[src/rtl/serial_paralelo_param_if.sv]
`default_nettype none
// ============================================================================
//  Module      : serial_paralelo_param_if
//  Description : Serial-in / word-out bundle for the comma-aligned
//                deserialiser. The master side drives the serial bit and the
//                realign request; the slave side returns the deserialised
//                word with its qualifiers.
//  Revision    : 1.0 - initial release
// ============================================================================
interface serial_paralelo_param_if #(
  parameter int WIDTH = 8
);

  logic             data_in;
  logic             realign;
  logic [WIDTH-1:0] data_out;
  logic             valid_out;
  logic             word_strobe;
  logic             locked;

  modport master (
    output data_in,
    output realign,
    input  data_out,
    input  valid_out,
    input  word_strobe,
    input  locked
  );

  modport slave (
    input  data_in,
    input  realign,
    output data_out,
    output valid_out,
    output word_strobe,
    output locked
  );

endinterface
`default_nettype wire

[src/rtl/serial_paralelo_param.sv]
`default_nettype none
// ============================================================================
//  Module      : serial_paralelo_param
//  Description : Parameterised serial-to-parallel converter with COMMA-based
//                word alignment. A bit-sliding HUNT finds the first COMMA,
//                ALIGN confirms LOCK_COUNT word-aligned COMMAs, and LOCKED
//                emits one word per WIDTH bit clocks (MSB first).
//  Revision    : 1.0 - initial release
// ============================================================================
module serial_paralelo_param #(
  parameter int               WIDTH      = 8,
  parameter logic [WIDTH-1:0] COMMA      = WIDTH'(8'hBC),
  parameter int               LOCK_COUNT = 4
) (
  input  wire logic               clk_32f,
  input  wire logic               reset,
  serial_paralelo_param_if.slave  bus
);

  localparam int c_bit_w   = $clog2(WIDTH);
  localparam int c_comma_w = (LOCK_COUNT < 1) ? 1 : $clog2(LOCK_COUNT + 1);

  localparam logic [c_bit_w-1:0]   c_last_bit = c_bit_w'(WIDTH - 1);
  localparam logic [c_comma_w-1:0] c_lock_cnt = c_comma_w'(LOCK_COUNT);
  localparam logic [c_comma_w-1:0] c_one      = c_comma_w'(1);

  typedef enum logic [1:0] {
    ST_HUNT   = 2'd0,
    ST_ALIGN  = 2'd1,
    ST_LOCKED = 2'd2
  } state_t;

  state_t               r_state;
  // Only the low WIDTH-1 bits of the shift register are ever reused, since
  // the candidate word is always {sr[WIDTH-2:0], data_in}.
  logic [WIDTH-2:0]     r_sr;
  logic [c_bit_w-1:0]   r_bit_cnt;
  logic [c_comma_w-1:0] r_comma_cnt;
  logic [WIDTH-1:0]     r_data_out;
  logic                 r_valid_out;
  logic                 r_word_strobe;
  logic                 r_locked;

  logic [WIDTH-1:0]     w_word;
  logic                 w_is_comma;
  logic                 w_word_done;
  logic [c_comma_w-1:0] w_comma_next;

  // Candidate word seen on this edge, word-boundary flag and saturating
  // COMMA count used by ALIGN.
  always_comb begin
    w_word       = {r_sr, bus.data_in};
    w_is_comma   = (w_word == COMMA);
    w_word_done  = (r_bit_cnt == c_last_bit);
    w_comma_next = (r_comma_cnt >= c_lock_cnt) ? c_lock_cnt
                                               : (r_comma_cnt + c_one);
  end

  // Alignment FSM with shift register, counters and registered outputs.
  always_ff @(posedge clk_32f or posedge reset) begin
    if (reset) begin
      r_state       <= ST_HUNT;
      r_sr          <= '0;
      r_bit_cnt     <= '0;
      r_comma_cnt   <= '0;
      r_data_out    <= '0;
      r_valid_out   <= 1'b0;
      r_word_strobe <= 1'b0;
      r_locked      <= 1'b0;
    end else begin
      // The shifter never stalls, so a realign resumes hunting immediately.
      r_sr          <= w_word[WIDTH-2:0];
      r_word_strobe <= 1'b0;

      if (bus.realign) begin
        // Realign has priority over any completion or COMMA on this edge.
        r_state     <= ST_HUNT;
        r_comma_cnt <= '0;
        r_data_out  <= '0;
        r_valid_out <= 1'b0;
        r_locked    <= 1'b0;
      end else begin
        case (r_state)
          ST_HUNT: begin
            r_data_out  <= '0;
            r_valid_out <= 1'b0;
            if (w_is_comma) begin
              // This COMMA defines the word boundary: next edge is bit 0.
              r_bit_cnt   <= '0;
              r_comma_cnt <= c_one;
              if (LOCK_COUNT <= 1) begin
                r_state  <= ST_LOCKED;
                r_locked <= 1'b1;
              end else begin
                r_state <= ST_ALIGN;
              end
            end
          end

          ST_ALIGN: begin
            r_data_out  <= '0;
            r_valid_out <= 1'b0;
            if (w_word_done) begin
              r_bit_cnt <= '0;
              if (w_is_comma) begin
                r_comma_cnt <= w_comma_next;
                if (w_comma_next == c_lock_cnt) begin
                  // The final locking COMMA is absorbed without a strobe.
                  r_state  <= ST_LOCKED;
                  r_locked <= 1'b1;
                end
              end else begin
                r_state     <= ST_HUNT;
                r_comma_cnt <= '0;
              end
            end else begin
              r_bit_cnt <= r_bit_cnt + 1'b1;
            end
          end

          ST_LOCKED: begin
            if (w_word_done) begin
              r_bit_cnt     <= '0;
              r_data_out    <= w_word;
              r_valid_out   <= ~w_is_comma;
              r_word_strobe <= 1'b1;
            end else begin
              r_bit_cnt <= r_bit_cnt + 1'b1;
            end
          end

          default: begin
            r_state     <= ST_HUNT;
            r_comma_cnt <= '0;
            r_data_out  <= '0;
            r_valid_out <= 1'b0;
            r_locked    <= 1'b0;
          end
        endcase
      end
    end
  end

  assign bus.data_out    = r_data_out;
  assign bus.valid_out   = r_valid_out;
  assign bus.word_strobe = r_word_strobe;
  assign bus.locked      = r_locked;

endmodule
`default_nettype wire

[src/flat_wrapper.sv]
// flat-port wrapper written by rule: the top's interface ports become plain ports
module serial_paralelo_param_flat 
#(
  parameter int               WIDTH      = 8,
  parameter logic [WIDTH-1:0] COMMA      = WIDTH'(8'hBC),
  parameter int               LOCK_COUNT = 4
)
  (clk_32f, reset, bus_data_in, bus_realign, bus_data_out, bus_valid_out, bus_word_strobe, bus_locked);
  serial_paralelo_param_if #(.WIDTH(WIDTH)) bus_i ();
  input  wire logic clk_32f;
  input  wire logic reset;
  input wire logic [$bits(bus_i.data_in)-1:0] bus_data_in;
  input wire logic [$bits(bus_i.realign)-1:0] bus_realign;
  output wire logic [$bits(bus_i.data_out)-1:0] bus_data_out;
  output wire logic [$bits(bus_i.valid_out)-1:0] bus_valid_out;
  output wire logic [$bits(bus_i.word_strobe)-1:0] bus_word_strobe;
  output wire logic [$bits(bus_i.locked)-1:0] bus_locked;
  assign bus_i.data_in = bus_data_in;
  assign bus_i.realign = bus_realign;
  assign bus_data_out = bus_i.data_out;
  assign bus_valid_out = bus_i.valid_out;
  assign bus_word_strobe = bus_i.word_strobe;
  assign bus_locked = bus_i.locked;
  serial_paralelo_param #(.WIDTH(WIDTH), .COMMA(COMMA), .LOCK_COUNT(LOCK_COUNT)) u_core (.clk_32f(clk_32f), .reset(reset), .bus(bus_i));
endmodule
[config.mk]
export PLATFORM = sky130hd
export DESIGN_NAME = serial_paralelo_param_flat
export DESIGN_NICKNAME = d
export VERILOG_FILES = /design/src/rtl/serial_paralelo_param_if.sv /design/src/rtl/serial_paralelo_param.sv /design/src/flat_wrapper.sv
export SDC_FILE = /design/constraint.sdc
export NUM_CORES = 1
export LEC_CHECK = 0
export CAP_MARGIN = 20
export CORE_MARGIN = 4
export CORE_UTILIZATION = 53
export DETAILED_ROUTE_END_ITERATION = 10
export PLACE_DENSITY = 0.8
export SYNTH_ARGS = -nofsm -noshare
export SYNTH_HDL_FRONTEND = slang
export SYNTH_SLANG_ARGS = --single-unit
[constraint.sdc]
create_clock -name clk_32f -period 1.6 [get_ports clk_32f]
set_input_delay 0.32 -clock clk_32f [delete_from_list [all_inputs] [get_ports clk_32f]]
set_output_delay 0.32 -clock clk_32f [all_outputs]
set_load 0.1 [all_outputs]
==> flow_summary_export.csv, run 1 <==
group,metric,value,unit
cts,root_buffer,"clkbuf_4",
worst_setup_path,reg2reg_from,"u_core.r_comma_cnt[0]",
global_routing,grt_max_degree,27,
worst_setup_path,reg2reg_depth,6,
global_routing,grt_pass1_vias,914,
timing,slew_violations,0,
floorplanning,die-width,55.95,µm
place,dp_hpwl,1725,µm
place,routabilityCongestion,0.9010,
floorplanning,rows,17,
synth,synth_xor_xnor_area_share,0,%
min_path,min_path_type,"in -> async",
global_routing,grt.total_usage,16.50,%
timing,grt_setup_unrepaired,"false",
route,vias,848,
cts,cts_hold_buf,0,
worst_setup_path,cp.arrival,1.73,ns
cts,clock_sinks,26,
synth,synthMuxAreaShare,9.856,%
route,routed_wl,2350,µm
timing,setup_viol,0,
worst_setup_path,r2r_end,"u_core.bus.locked",
worst_setup_path,crit_start,"u_core.r_comma_cnt[0]",
floorplanning,core-area,0.002191,mm²
timing,finalCriticalPeriod,1.509,ns
global_routing,grt_pass1_wl,4146,µm
cells_and_area,nNetsFinal,138,
job,drv_cap,0,
cts,numCtsBuffers,3,
synth,synth_cell_type_count,31,
route,viasPerCell,5.542,
cts,post_cts_buffers,0,
synth,synth_top_family_by_area,"simple AND/OR/NAND/NOR gates",
place,numPortBuffers,14,
synth,ys_seq_area_share,53.39,%
power_and_ir_drop,p_per_area,717.9,mW/mm²
synth,synth-compound-area-share,10.27,%
route,avgRoutedWirePerCell,15.36,µm
worst_setup_path,cp-start-kind,"flop",
cts,h-tree-depth,1,
synth,syn_area,0.001219,mm²
timing,tightest_slew,0.3705,ns
cells_and_area,area_growth,34.91,%
synth,netlist_instances,100,
synth,avgSynthCellArea,12.19,µm²
route,postRouteAntennaNets,0,
worst_setup_path,crit_fanout,5,
route,drc,0,
worst_setup_path,rrSetupSlack,0.09,ns
global_routing,antenna_found_initial,0,
timing,finalHoldViolations,0,
timing,skew,0.0006143,ns
synth,yosys_warnings,0,
cells_and_area,fin_cells,153,
power_and_ir_drop,p_leak,0.7341,nW
floorplanning,dieArea,0.003130,mm²
worst_setup_path,end_kind,"flop",
cells_and_area,fin_area,0.001644,mm²
cts,ctsLongestPathBuffers,2,
timing,relSlewSlack,75.24,%
synth,synth_simple_gate_area_share,14.78,%
cts,cts_tree,"yes",
place,place_area,0.001559,mm²
timing,max_freq,662.6,MHz
cells_and_area,fillers,139,
timing,whs,0.3554,ns
cts,clk_latency,0.32,ns
synth,syn_nets,112,
synth,yosys.area_share.adder,8.214,%
synth,ys_ff_latch,26,
route,first_pass_iters,5,
timing,tns,0,ns
power_and_ir_drop,peakVddDrop,0.0006973,V
worst_setup_path,crit_required,1.82,ns
global_routing,overflow,0,
cells_and_area,drive_above_1_share,28.80,%
place,dp.cells,149,
cells_and_area,antennaDiodeCount,0,
floorplanning,die_h,55.95,µm
outcome,run_status,"complete, no violations",
cts,path_clk_slew,0.14,ns
worst_setup_path,crit_type,"reg -> reg",
floorplanning,io-pin-count,15,
route,drt_iter0_drc,15,
floorplanning,start_util,55.63,%
timing,post-route-period-util,94.32,%
==> cells by family after synthesis <==
family	count (synthesis)
AOI/OAI and AO/OA	16
adders and majority gates	8
buffers and inverters	11
DFF	26
muxes	11
and+or+nand+nor	28
==> synthesized netlist by cell type <==
cell	n	share of area, %
o21ai_2	1	0.72
nand3b_1	1	0.62
a311o_1	1	0.82
nand2b_1	2	1.0
nand3_1	2	0.82
nor2b_1	1	0.51
and3_1	1	0.51
a21oi_1	3	1.2
mux2_4	2	2.5
o311ai_0	1	0.72
nand2_1	3	0.92
nand4b_2	1	1.2
o21ai_0	1	0.41
or3_1	1	0.51
a41oi_1	1	0.72
o2bb2ai_1	3	2.2
nor3b_1	1	0.62
nor2_8	1	1.6
inv_1	10	3.1
a31oi_1	1	0.51
dfrtp_1	26	53
nand4bb_4	1	2.3
o211ai_1	1	0.62
o21ai_1	1	0.41
nor2_1	12	3.7
a211oi_1	1	0.62
mux2i_1	9	7.4
ha_1	8	8.2
nor3_1	1	0.41
buf_2	1	0.41
o21ai_4	1	1.3
==> critical path: stages, from the launching register on <==
cell     delay (ns)
dfrtp_1        0.44
inv_1          0.06
ha_1           0.29
inv_1          0.04
a311o_1        0.32
a41oi_2        0.21
nor2_1         0.05
==> final cells by class <==
class	instances	area, µm²	area share (%)
Clock buffer	3	22.52	1.370
Clock inverter	1	30.03	1.826
Inverter	10	37.54	2.283
Multi-Input combinational cell	63	556.8	33.87
Sequential cell	26	651.9	39.65
Tap cell	28	35.03	2.131
Timing Repair Buffer	22	310.3	18.87
==> metrics by stage <==
stage / power [mW] / utilization [%] / setup WS [ns]
floorplan: 0.7210 / - / 0.1507
global placement: 0.7410 / 71.16 / -0.08846
detailed placement: 0.7445 / 71.16 / -0.1455
CTS: 1.186 / 73.84 / 0.02195
global route: 1.231 / 75.04 / 0.004835
finish: 1.180 / 75.04 / 0.09083
==> cell usage in the layout, fill, tap and decap left out <==
cell             count
nand2b_1             2
o21ai_0              1
ha_1                 6
inv_1               10
and3_1               1
o2bb2ai_1            3
nor3_1               1
o21ai_2              1
mux2i_1              9
dfrtp_2              1
nor2_1              12
clkbuf_4             3
o21ai_4              2
o311ai_0             1
nand2_1              3
ha_2                 2
o211ai_1             1
dfrtp_1             25
a41oi_2              1
nand4bb_4            1
nor2b_4              1
nand4b_2             1
a21oi_1              3
or3_1                1
a211oi_1             1
nor2_8               1
nor3b_1              1
bufinv_16            1
nand3b_1             1
mux2_4               2
a311o_1              1
a31oi_1              1
buf_12              11
nand3_1              2
buf_4                8
clkdlybuf4s50_1      3
==> flip-flops by register name, summed over array words and instances, names as in the netlist <==
register and cells:
u_core.bus.locked 1, u_core.r_comma_cnt 3, u_core.bus.data_out 8, u_core.r_state 2, u_core.r_sr 7, u_core.bus.word_strobe 1
u_core.bus.valid_out 1, u_core.r_bit_cnt 3
==> worst max path at each step <==
stage | endpoint | slack [ns] | cells after the start
2_1_floorplan | u_core.bus.locked | 0.15 | 6
3_3_place_gp | u_core.r_bit_cnt[1] | -0.09 | 5
3_5_place_dp | u_core.r_bit_cnt[1] | -0.15 | 5
4_1_cts | u_core.r_state[1] | 0.02 | 5
5_1_grt | u_core.r_state[1] | 0.005 | 6
6_report | u_core.bus.locked | 0.09 | 6
==> per-layer routing <==
layer | part of all wire, % | global-route usage, % | vias to the layer above | wire length [µm]
met5 | 0 | 0 | - | 0
met4 | 1.1 | 5.085 | 0 | 27
met3 | 3.7 | 3.248 | 4 | 86
met2 | 53 | 30.41 | 21 | 1246
met1 | 42 | 19.13 | 426 | 990
li1 | - | - | 397 | -
==> what timing repair did <==
item                                    4_1_cts  5_1_grt
pin swaps                                     0        1
endpoints found under the hold margin         0        0
endpoints found under the setup margin        4        6
gates resized for setup                       2        6
==> where the power goes <==
group	internal [mW]	switching (mW)	total (mW)
Sequential	0.670	0.0128	0.683
Combinational	0.0223	0.0286	0.0508
Clock	0.253	0.194	0.447
Total	0.945	0.235	1.18
(Power assumes the default switching activity.)
==> inputs of run 2 (changes only) <==
--- a/config.mk
+++ b/config.mk
@@ -5,11 +5,13 @@
 export SDC_FILE = /design/constraint.sdc
 export NUM_CORES = 1
 export LEC_CHECK = 0
+export ABC_AREA = 1
 export CAP_MARGIN = 20
 export CORE_MARGIN = 4
-export CORE_UTILIZATION = 53
+export CORE_UTILIZATION = 58
+export CTS_BUF_LIST = sky130_fd_sc_hd__clkbuf_16
 export DETAILED_ROUTE_END_ITERATION = 10
-export PLACE_DENSITY = 0.8
+export PLACE_DENSITY = 0.85
 export SYNTH_ARGS = -nofsm -noshare
 export SYNTH_HDL_FRONTEND = slang
 export SYNTH_SLANG_ARGS = --single-unit
==> constraint.sdc (replaced) <==
create_clock -name clk_32f -period 1.9 [get_ports clk_32f]
set_input_delay 0.38 -clock clk_32f [delete_from_list [all_inputs] [get_ports clk_32f]]
set_output_delay 0.38 -clock clk_32f [all_outputs]
set_load 0.1 [all_outputs]
==> flow_summary_export.csv, run 2 <==
group,metric,value,unit
outcome,run_status,"complete, no violations",
timing,post-route-period-util,89.61,%
cts,clock_sinks,26,
route,avgRoutedWirePerCell,14.11,µm
global_routing,grt_pass1_wl,4485,µm
route,drc,0,
synth,ys_seq_area_share,51.43,%
route,viasPerCell,5.258,
synth,yosysTopAreaCellShare,51.43,%
power_and_ir_drop,p_leak,0.7582,nW
floorplanning,die_h,54.70,µm
cts,ctsLongestPathBuffers,2,
power_and_ir_drop,combinationalPowerShare,21.1,%
power_and_ir_drop,p_per_area,1050,mW/mm²
min_path,min_path_type,"reg -> reg",
power_and_ir_drop,peakVddDrop,0.0008462,V
timing,slew_violations,0,
floorplanning,start_util,62.56,%
place,dp_hpwl,1698,µm
synth,synth-edff-count,0,
place,numPortBuffers,14,
worst_setup_path,cp.arrival,1.87,ns
synth,synth_top_cell_by_area,"dfrtp_1",
synth,syn_area,0.001265,mm²
synth,synth_common_cells,"27 x nand2_1, 26 x dfrtp_1, 25 x inv_1",
global_routing,grt.total_usage,21.52,%
power_and_ir_drop,p_clk_share,38.2,%
cts,cts_hold_buf,0,
synth,yosys_warnings,0,
timing,setup_viol,0,
timing,relSlewSlack,76.84,%
floorplanning,io-pin-count,15,
power_and_ir_drop,swShare,28.09,%
cts,h-tree-depth,1,
cts,cts_tree,"yes",
synth,synth-main-ff-cell,"dfrtp_1",
worst_setup_path,end_kind,"flop",
cells_and_area,antennaDiodeCount,0,
synth,synth_cell_type_count,20,
worst_setup_path,crit_type,"reg -> reg",
route,drt_iter0_drc,11,
timing,grt_setup_unrepaired,"false",
worst_setup_path,cp-start-kind,"flop",
place,dp.cells,182,
route,postRouteAntennaNets,0,
timing,tns,0,ns
cells_and_area,area_growth,21.07,%
global_routing,overflow,0,
cts,numCtsBuffers,3,
power_and_ir_drop,internal_power,1.156,mW
timing,max_freq,587.3,MHz
timing,finalHoldViolations,0,
cells_and_area,drive_above_1_share,18.87,%
place,routabilityCongestion,0.8446,
cells_and_area,mostFrequentLayoutCells,"27 x nand2_1, 26 x dfrtp_1, 25 x inv_1",
floorplanning,core-area,0.002022,mm²
cells_and_area,largest_register_ffs,8,
route,routed_wl,2625,µm
worst_setup_path,crit_required,2.07,ns
global_routing,grt_pass1_vias,1007,
global_routing,grt_max_degree,27,
worst_setup_path,crit_fanout,9,
cts,post_cts_buffers,0,
cells_and_area,multi_input_area,513.0,µm²
cells_and_area,fillers,148,
route,vias,978,
synth,netlist_instances,139,
cts,path_clk_slew,0.07,ns
timing,finalCriticalPeriod,1.703,ns
timing,tightest_slew,0.3465,ns
global_routing,antenna_found_initial,0,
synth,ys_ff_latch,26,
cells_and_area,fin_cells,186,
power_and_ir_drop,p_switching,451.5,µW
cells_and_area,regArea,650.6,µm²
cts,ctsResizeCount,0,
cells_and_area,nNetsFinal,172,
power_and_ir_drop,seqPwrFrac,40.7,%
job,drv_cap,0,
synth,syn_nets,151,
synth,yosysMostFrequentCell,"nand2_1",
synth,avgSynthCellArea,9.100,µm²
timing,skew,0.004396,ns
floorplanning,dieArea,0.002992,mm²
synth,ys_async_sr_fraction,100.0,%
floorplanning,rows,16,
route,first_pass_iters,4,
cts,clk_latency,0.26,ns
floorplanning,die-width,54.70,µm
cells_and_area,layout_commonest_cell,"nand2_1",
cts,root_buffer,"clkbuf_16",
synth,synth.area.top_cells,"dfrtp_1 51%, nand2_1 8.0%, ha_1 7.9%, inv_1 7.4%, nand3_1 4.4%",
run 2: cell families after synthesis:
group | share of synthesized area [%]
buffers and inverters | 8.012
AND/OR/NAND/NOR | 22.65
flip-flops | 51.43
adder cells (fa/ha/maj) | 7.913
AO/OA/AOI/OAI | 9.991
run 2: power by group through the flow:
stage	sequential [mW]	clock [mW]	combinational (mW)
after global routing	0.659	0.638	0.384
after floorplan	0.649	0	0.263
after global placement	0.659	0	0.315
final	0.654	0.615	0.339
after CTS	0.654	0.618	0.341
after detailed placement	0.661	0	0.330
run 2: worst max-delay path, stage by stage, from the launching register on:
cell	delay [ns]
dfrtp_1	0.40
ha_1	0.21
ha_1	0.25
inv_1	0.16
nand3_1	0.28
o22ai_1	0.30
run 2: path summary, 6_finish.rpt:
check / startpoint / to / slack (ns) / cells past startpoint
worst max-delay path: u_core.r_bit_cnt[0] / u_core.bus.data_out[0] / 0.20 / 5
worst min-delay path: u_core.r_sr[5] / u_core.r_sr[6] / 0.41 / 0
worst max register to register: u_core.r_bit_cnt[0] / u_core.bus.data_out[0] / 0.20 / 5
worst min register to register: u_core.r_sr[5] / u_core.r_sr[6] / 0.41 / 0
max in group asynchronous: reset / u_core.r_comma_cnt[0] / 1.18 / 3
min in group asynchronous: reset / u_core.r_sr[1] / 0.47 / 3
run 2: area by class of cell:
| cell class | instances | area share (%) |
|---|---|---|
| inverters | 27 | 6.618 |
| clock buffers | 3 | 4.902 |
| multi-input cells | 86 | 33.50 |
| well taps | 27 | 2.206 |
| flip-flops and latches | 26 | 42.48 |
| clock inverters | 1 | 1.961 |
| repair buffers | 16 | 8.333 |
run 2: through the flow:
step                      setup slack (ns)  cell area, µm²  power [mW]  utilization (%)  hold WS [ns]
final                               0.1974            1531       1.607            75.74        0.4072
after global routing                0.1003            1531       1.681            75.74        0.4221
after CTS                           0.1962            1531       1.612            75.74        0.3947
after detailed placement            0.1795            1426      0.9917            70.54        0.3643
after global placement              0.2040            1426      0.9740            70.54        0.3582
after floorplan                     0.5231            1265      0.9123                -        0.3537
run 2: metal layers:
metal	global-route usage, %	wire (µm)
met4	9.959	52
met1	23.52	1112
met2	39.96	1349
met5	0	0
met3	3.270	111
==> inputs of run 3 (changes only) <==
--- a/config.mk
+++ b/config.mk
@@ -10,6 +10,7 @@
 export CORE_MARGIN = 4
 export CORE_UTILIZATION = 58
 export CTS_BUF_LIST = sky130_fd_sc_hd__clkbuf_16
+export CTS_CLUSTER_DIAMETER = 120
 export DETAILED_ROUTE_END_ITERATION = 10
 export PLACE_DENSITY = 0.85
 export SYNTH_ARGS = -nofsm -noshare
==> constraint.sdc (replaced) <==
create_clock -name clk_32f -period 1.9 [get_ports clk_32f]
set_input_delay 0.285 -clock clk_32f [delete_from_list [all_inputs] [get_ports clk_32f]]
set_output_delay 0.285 -clock clk_32f [all_outputs]
set_load 0.1 [all_outputs]
==> flow_summary_export.csv, run 3 (synthesis results as in run 2) <==
group,metric,value,unit
power_and_ir_drop,p_leak,0.7406,nW
cells_and_area,largest_register_ffs,8,
cts,root_buffer,"clkbuf_16",
floorplanning,core-area,0.002022,mm²
route,drc,0,
route,avgRoutedWirePerCell,12.70,µm
timing,setup_viol,0,
route,vias,977,
route,routed_wl,2350,µm
global_routing,antenna_found_initial,0,
timing,tns,0,ns
worst_setup_path,rrSetupSlack,0.22,ns
worst_setup_path,r2r_end,"u_core.bus.data_out[4]",
floorplanning,die-width,54.70,µm
cells_and_area,drive_above_1_share,17.72,%
timing,grt_setup_unrepaired,"false",
floorplanning,die_h,54.70,µm
global_routing,overflow,0,
job,drv_cap,0,
floorplanning,dieArea,0.002992,mm²
route,drt_iter0_drc,10,
global_routing,met1_usage,23.57,%
worst_setup_path,reg2reg_depth,5,
cts,cts_hold_buf,0,
global_routing,grt_max_degree,27,
cts,clock_sinks,26,
cells_and_area,area_growth,18.40,%
power_and_ir_drop,p_per_area,962.2,mW/mm²
route,viasPerCell,5.281,
timing,slew_violations,0,
cts,clk_latency,0.26,ns
global_routing,grt_use_met3,3.542,%
worst_setup_path,end_kind,"flop",
min_path,min_path_type,"in -> async",
place,dp_hpwl,1692,µm
global_routing,met2_usage,33.07,%
timing,post-route-period-util,88.59,%
cells_and_area,layout_commonest_cell,"nand2_1",
timing,skew,0.001321,ns
cells_and_area,mostFrequentLayoutCells,"27 x nand2_1, 26 x dfrtp_1, 25 x inv_1",
cts,ctsResizeCount,0,
timing,whs,0.3781,ns
timing,max_freq,594.1,MHz
worst_setup_path,reg2reg_from,"u_core.r_bit_cnt[0]",
cts,ctsLongestPathBuffers,2,
worst_setup_path,crit_start,"u_core.r_bit_cnt[0]",
timing,tightest_slew,0.4138,ns
place,routabilityCongestion,0.8531,
cts,h-tree-depth,1,
floorplanning,io-pin-count,15,
cts,post_cts_buffers,0,
route,postRouteAntennaNets,0,
place,numPortBuffers,14,
outcome,run_status,"complete, no violations",
power_and_ir_drop,total_power,1.441,mW
worst_setup_path,crit_type,"reg -> reg",
global_routing,grt_pass1_vias,954,
worst_setup_path,cp-start-kind,"flop",
global_routing,grt.total_usage,19.76,%
cells_and_area,fillers,152,
timing,relSlewSlack,72.31,%
cells_and_area,antennaDiodeCount,0,
worst_setup_path,cp.arrival,1.85,ns
worst_setup_path,crit_required,2.07,ns
cts,cts_tree,"yes",
floorplanning,rows,16,
timing,finalCriticalPeriod,1.683,ns
route,first_pass_iters,4,
power_and_ir_drop,peakVddDrop,0.0007593,V
global_routing,grt_pass1_wl,4112,µm
cts,numCtsBuffers,3,
cells_and_area,nNetsFinal,171,
cts,path_clk_slew,0.06,ns
global_routing,grt-busiest-layer,"met2",
worst_setup_path,crit_fanout,9,
timing,finalHoldViolations,0,
floorplanning,start_util,62.56,%
-- run 3: worst max-delay path: stages, from the launching register on --
cell	delay [ns]
dfrtp_1	0.40
ha_1	0.21
ha_1	0.25
inv_1	0.16
nand3_1	0.29
o21ai_0	0.28
-- run 3: area by class of cell --
type / count / area (µm²) / area share (%)
clock buffer: 3 / 75.07 / 5.013
clock inverter: 1 / 3.754 / 0.2506
inverter: 27 / 101.3 / 6.767
multi-input combinational: 86 / 513.0 / 34.25
sequential: 26 / 650.6 / 43.44
tap: 27 / 33.78 / 2.256
timing repair buffer: 15 / 120.1 / 8.020
-- run 3: where the power goes --
part	leakage (nW)	total [mW]	internal (mW)	switching (mW)
sequential	0.343	0.653	0.605	0.0476
combinational	0.359	0.324	0.124	0.199
clock	0.0385	0.464	0.282	0.183
-- run 3: worst max-delay path by stage --
stage | end | slack [ns] | cells after the start
after CTS | u_core.bus.data_out[7] | 0.21 | 5
final | u_core.bus.data_out[4] | 0.22 | 5
after global routing | u_core.bus.data_out[4] | 0.11 | 5
after global placement | u_core.r_comma_cnt[0] | 0.29 | 7
after floorplan | u_core.bus.data_out[0] | 0.52 | 5
after detailed placement | u_core.bus.data_out[4] | 0.22 | 5
-- run 3: through the flow --
stage	worst slack, ns	utilization (%)	std cells	instance area, µm²
2_1_floorplan	0.5231	-	139	1265
3_3_place_gp	0.2882	70.17	181	1419
3_5_place_dp	0.2181	70.17	181	1419
4_1_cts	0.2090	74.07	185	1498
5_1_grt	0.1114	74.07	185	1498
6_report	0.2167	74.07	185	1498
-- run 3: metal layers --
metal	routed length (µm)	part of all wire, %
met1	1018	43
met2	1135	48
met3	134	5.7
met4	61	2.6
met5	0	0
